$ cat src/rtl/request_queue_p.sv
// ============================================================================
// Module      : request_queue_p (with package global_defs)
// Description : Parametrised FIFO of parsed CPU operations with per-entry
//               saturating age, ripe/pop head handshake, occupancy, flags,
//               sticky error flags and debug snapshot ports.
// Revision    : 1.0 - initial release
// ============================================================================
`default_nettype none

package global_defs;
  typedef enum logic [1:0] {
    NOP     = 2'd0,
    READ    = 2'd1,
    WRITE   = 2'd2,
    REFRESH = 2'd3
  } parsed_op_t;
endpackage

module request_queue_p
  import global_defs::*;
#(
  parameter int DEPTH         = 16,
  parameter int ADDRESS_WIDTH = 32,
  parameter int AGE_W         = 7,
  parameter int MIN_AGE       = 100,
  parameter int PTR_W         = $clog2(DEPTH) + 1
) (
  input  logic                     CPU_clk,
  input  logic                     rst_n,
  input  logic                     op_ready_s,
  input  parsed_op_t               opcode_in,
  input  logic [ADDRESS_WIDTH-1:0] address_in,
  input  logic                     pop,
  output parsed_op_t               opcode_out,
  output logic [ADDRESS_WIDTH-1:0] address_out,
  output logic [AGE_W-1:0]         age_out,
  output logic                     head_valid,
  output logic                     head_ripe,
  output logic                     full,
  output logic                     empty,
  output logic [PTR_W-1:0]         count,
  output logic                     overflow_err,
  output logic                     underflow_err,
  output logic [PTR_W-1:0]         read_p_out,
  output logic [PTR_W-1:0]         write_p_out,
  output logic [ADDRESS_WIDTH-1:0] address_queue [DEPTH],
  output parsed_op_t               opcode_queue  [DEPTH],
  output logic [AGE_W-1:0]         counter_queue [DEPTH]
);

  localparam int               c_idx_w   = PTR_W - 1;
  localparam logic [AGE_W-1:0] c_age_max = '1;
  localparam logic [AGE_W-1:0] c_min_age = AGE_W'(MIN_AGE);

  logic [PTR_W-1:0]   r_read_p;
  logic [PTR_W-1:0]   r_write_p;
  logic               r_overflow;
  logic               r_underflow;

  logic [PTR_W-1:0]   w_count;
  logic               w_empty;
  logic               w_full;
  logic               w_push;
  logic               w_pop;
  logic [c_idx_w-1:0] w_rd_idx;
  logic [c_idx_w-1:0] w_wr_idx;

  // Pointer MSB is a wrap bit, so the difference is the occupancy 0..DEPTH.
  assign w_count  = r_write_p - r_read_p;
  assign w_empty  = (r_read_p == r_write_p);
  assign w_full   = (r_read_p[c_idx_w-1:0] == r_write_p[c_idx_w-1:0]) &&
                    (r_read_p[PTR_W-1] != r_write_p[PTR_W-1]);
  assign w_rd_idx = r_read_p[c_idx_w-1:0];
  assign w_wr_idx = r_write_p[c_idx_w-1:0];

  // When full, a concurrent pop frees the head slot that the push reuses.
  assign w_push = op_ready_s && (!w_full || pop);
  assign w_pop  = pop && !w_empty;

  always_ff @(posedge CPU_clk or negedge rst_n) begin
    if (!rst_n) begin
      r_read_p    <= '0;
      r_write_p   <= '0;
      r_overflow  <= 1'b0;
      r_underflow <= 1'b0;
    end else begin
      if (w_push) r_write_p <= r_write_p + 1'b1;
      if (w_pop)  r_read_p  <= r_read_p + 1'b1;
      if (op_ready_s && w_full && !pop) r_overflow <= 1'b1;
      if (pop && w_empty) r_underflow <= 1'b1;
    end
  end

  for (genvar i = 0; i < DEPTH; i++) begin : g_slot
    logic [ADDRESS_WIDTH-1:0] r_addr;
    parsed_op_t               r_op;
    logic [AGE_W-1:0]         r_age;
    logic [c_idx_w-1:0]       w_rel;
    logic                     w_occ;
    logic                     w_wr;
    logic                     w_rd;

    assign w_rel = c_idx_w'(i) - w_rd_idx;
    assign w_occ = ({1'b0, w_rel} < w_count);
    assign w_wr  = w_push && (w_wr_idx == c_idx_w'(i));
    assign w_rd  = w_pop && (w_rd_idx == c_idx_w'(i));

    always_ff @(posedge CPU_clk or negedge rst_n) begin
      if (!rst_n) begin
        r_addr <= '0;
        r_op   <= NOP;
        r_age  <= '0;
      end else begin
        if (w_wr) begin
          r_addr <= address_in;
          r_op   <= opcode_in;
        end
        if (w_wr || w_rd || !w_occ) begin
          r_age <= '0;
        end else if (r_age != c_age_max) begin
          r_age <= r_age + 1'b1;
        end
      end
    end

    assign address_queue[i] = r_addr;
    assign opcode_queue[i]  = r_op;
    assign counter_queue[i] = r_age;
  end

  assign opcode_out    = w_empty ? NOP : opcode_queue[w_rd_idx];
  assign address_out   = w_empty ? '0 : address_queue[w_rd_idx];
  assign age_out       = w_empty ? '0 : counter_queue[w_rd_idx];
  assign head_valid    = !w_empty;
  assign head_ripe     = !w_empty && (age_out >= c_min_age);
  assign full          = w_full;
  assign empty         = w_empty;
  assign count         = w_count;
  assign overflow_err  = r_overflow;
  assign underflow_err = r_underflow;
  assign read_p_out    = r_read_p;
  assign write_p_out   = r_write_p;

endmodule

`default_nettype wire
$ cat config.mk
export PLATFORM = sky130hd
export DESIGN_NAME = request_queue_p
export DESIGN_NICKNAME = d
export VERILOG_FILES = /design/src/rtl/request_queue_p.sv
export SDC_FILE = /design/constraint.sdc
export NUM_CORES = 1
export LEC_CHECK = 0
export BUFFER_PORTS_ARGS = -buffer_cell sky130_fd_sc_hd__buf_2
export CAP_MARGIN = 20
export CORE_AREA = 2 2 293 295
export DETAILED_ROUTE_END_ITERATION = 8
export DIE_AREA = 0 0 295 297
export SYNTH_ARGS = -nofsm -noshare
export SYNTH_HDL_FRONTEND = slang
export SYNTH_SLANG_ARGS = --single-unit
$ cat constraint.sdc
create_clock -name CPU_clk -period 3.4 [get_ports CPU_clk]
set_input_delay 0.34 -clock CPU_clk [delete_from_list [all_inputs] [get_ports CPU_clk]]
set_output_delay 0.34 -clock CPU_clk [all_outputs]
set_load 0.05 [all_outputs]
==> flow_summary.toml <==
[placement]
dp_cells = 4017
gp_congestion = 0.926
io_buffers = 755
pre_cts_slack_ns = 0.119
dp_hpwl_um = 84400

[sta]
slew_viol_final = 0
period_needed_ns = 3.36
tightestPinTransition_ns = 0.955
finalClockSkew_ns = 0.0386
finalHoldViolations = 0
slew_headroom_pct = 36.3
setup_slack_ns = 0.0376
setup_tns_ns = 0
period_share_pct = 98.9
max_freq_mhz = 297
timing.hold.ws_ns = 0.0510
setup_viol = 0
rsz0062_at_grt = "yes"

[global_routing]
first_global_vias = 24662
met1_usage_pct = 36.4
met2_usage_pct = 46.6
groute.usage.overall_pct = 28.1
use_met3_pct = 5.30
grt_busiest_layer = "met2"
grt_max_degree = 90
grt_overflow_total = 0
antenna_found_initial = 6
grt_first_pass_wirelength_um = 180000

[setup_path]
cp.arrival_ns = 3.02
setup.worst_path.start_class = "flip-flop"
path_class = "flip-flop to primary output"
cp-endpoint = "address_out[31]"
r2r_cells = 13
cp.required_ns = 3.06
crit_path_end_kind = "primary output"
reg2reg_setup_slack_ns = 0.12
crit_fanout = 45
reg2reg_from = "read_p_out[0]"
timing.rr.end = "g_slot[15].r_age[1]"
crit_start = "read_p_out[1]"

[floorplan]
die_x_um = 295
die_h_um = 297
ios = 756
core_mm2 = 0.0845
die_area_mm2 = 0.0876
start_util_pct = 38.4
rows = 107

[detailed_routing]
drt-initial-drc-count = 1632
viasPerCell = 5.66
wire_per_inst_um = 29.7
antenna_left = 0
dr.pass1.iters = 5
routed_wl_um = 124000
dr_total_vias = 23705
drc = 0

[layout]
layoutNonFillerInstCount = 4187
fillers = 7329
area_delta_synth_final_pct = 27.3
multi_input_area_mm2 = 0.0150
layout_commonest_cell = "buf_2"
seq_area_mm2 = 0.0167
nNetsFinal = 3064
layout_common_cells = "buf_2, dfrtp_1, mux2_2"
drive_gt1_share_pct = 55.2

[synthesis]
syn_inst = 2192
syn_nets = 2274
netlist-cell-type-count = 61
synth_area_leader_cell = "dfrtp_1"
yosys_warnings = 0
synth.top_cells.by_area = "dfrtp_1, mux2_2, mux4_2"
ys_ff_latch = 668
ys.flop_type = "dfrtp_1"
synth_top_area_share_pct = 51.5
synth_area_mm2 = 0.0325
async_flop_share_pct = 100
synth_edf_count = 0
syn_avg_cell_area_um2 = 14.8
seq_area_frac_synth_pct = 51.5

[clock_network]
cts_root_buffer = "clkbuf_16"
clkSinkCount = 668
clock_path_buffers = 3
cts_tree = "yes"
cts_buffers = 76
htreeDepth = 3
clk_pin_slew_worst_paths_ns = 0.06
clk_latency_ns = 0.64

[worst_hold_path]
hold_path_class = "input pin to flip-flop"

[outcome]
status = "completed"

[run]
drv_cap = 0
logic make-up after synthesis:
logic type                 Yosys count  share of synthesized area [%]
DFF                                668                           51.5
xor gates and xnor gates            82                           2.32
muxes                              762                           33.4
buffers and inverters              167                           2.78
AOI/OAI and AO/OA                  111                           2.60
adders and majority gates           46                           1.78
and+or+nand+nor                    356                           5.68
per-layer routing:
| layer | wire length, um | part of all wire, % | up-vias |
|---|---|---|---|
| met5 | 0 | 0 | - |
| li1 | - | - | 9787 |
| met1 | 50100 | 40 | 12723 |
| met4 | 4790 | 3.8 | 0 |
| met3 | 8310 | 6.7 | 205 |
| met2 | 61100 | 49 | 990 |
area by class of cell:
cell class              instances  area share (%)
clock inverters                36            1.57
multi-input cells            1357            36.4
inverters                      19           0.206
repair buffers                860            12.8
diodes                          3          0.0182
flip-flops and latches        668            40.5
well taps                    1144            3.46
clock buffers                 100            5.14
cells in the mapped netlist, types with 16 or more instances:
cell type,n
mux2_1,121
mux4_2,202
nand2_1,46
inv_1,17
and2_1,45
buf_4,18
xor2_1,33
dfrtp_1,668
buf_6,18
nand3_1,44
xnor2_1,46
nor3_1,18
clkbuf_1,50
nand4_1,37
buf_2,59
mux2_2,423
nor2_1,100
and3_1,24
a31oi_1,19
o21ai_0,26
ha_1,43
mux2i_1,16
state kept, by name (all words and copies together) (netlist names):
signal,flops
g_slot.r_addr,512
g_slot.r_age,112
g_slot.r_op,32
read_p_out,5
write_p_out,5
overflow_err,1
underflow_err,1
through the flow:
step	cell area, um^2	util (%)
2_1_floorplan	32600	-
3_3_place_gp	37900	44.8
3_5_place_dp	37900	44.8
4_1_cts	41100	48.7
5_1_grt	41300	48.9
6_report	41300	48.9
worst min path at each step:
| stage | startpoint | endpoint | slack (ns) | depth (start not counted) |
|---|---|---|---|---|
| 3_5_place_dp | rst_n | g_slot[1].r_addr[7] | 0.43 | 1 |
| 5_1_grt | op_ready_s | overflow_err | 0.05 | 2 |
| 3_3_place_gp | rst_n | g_slot[1].r_addr[7] | 0.42 | 1 |
| 4_1_cts | op_ready_s | overflow_err | 0.008 | 2 |
| 6_report | op_ready_s | overflow_err | 0.05 | 2 |
| 2_1_floorplan | rst_n | g_slot[0].r_addr[0] | 0.04 | 0 |
critical path, stage by stage (launching register included):
cell	delay, ns
dfrtp_4	0.48
buf_4	0.16
buf_16	0.25
mux4_2	0.42
mux4_2	0.60
and2_1	0.24
buf_12	0.15
what timing repair did:
| item | CTS | global route |
|---|---|---|
| pin swaps | 0 | 4 |
| endpoints found under the hold margin | 75 | 0 |
| gates cloned | 9 | 3 |
| hold buffers | 1 | 0 |
| setup endpoints to repair | 42 | 58 |
| gates resized for setup | 34 | 23 |
| setup buffers | 14 | 5 |
Power is left out: the tool's default activity adds up to more than one toggle a clock period on the data nets, which glitch-free logic cannot reach.
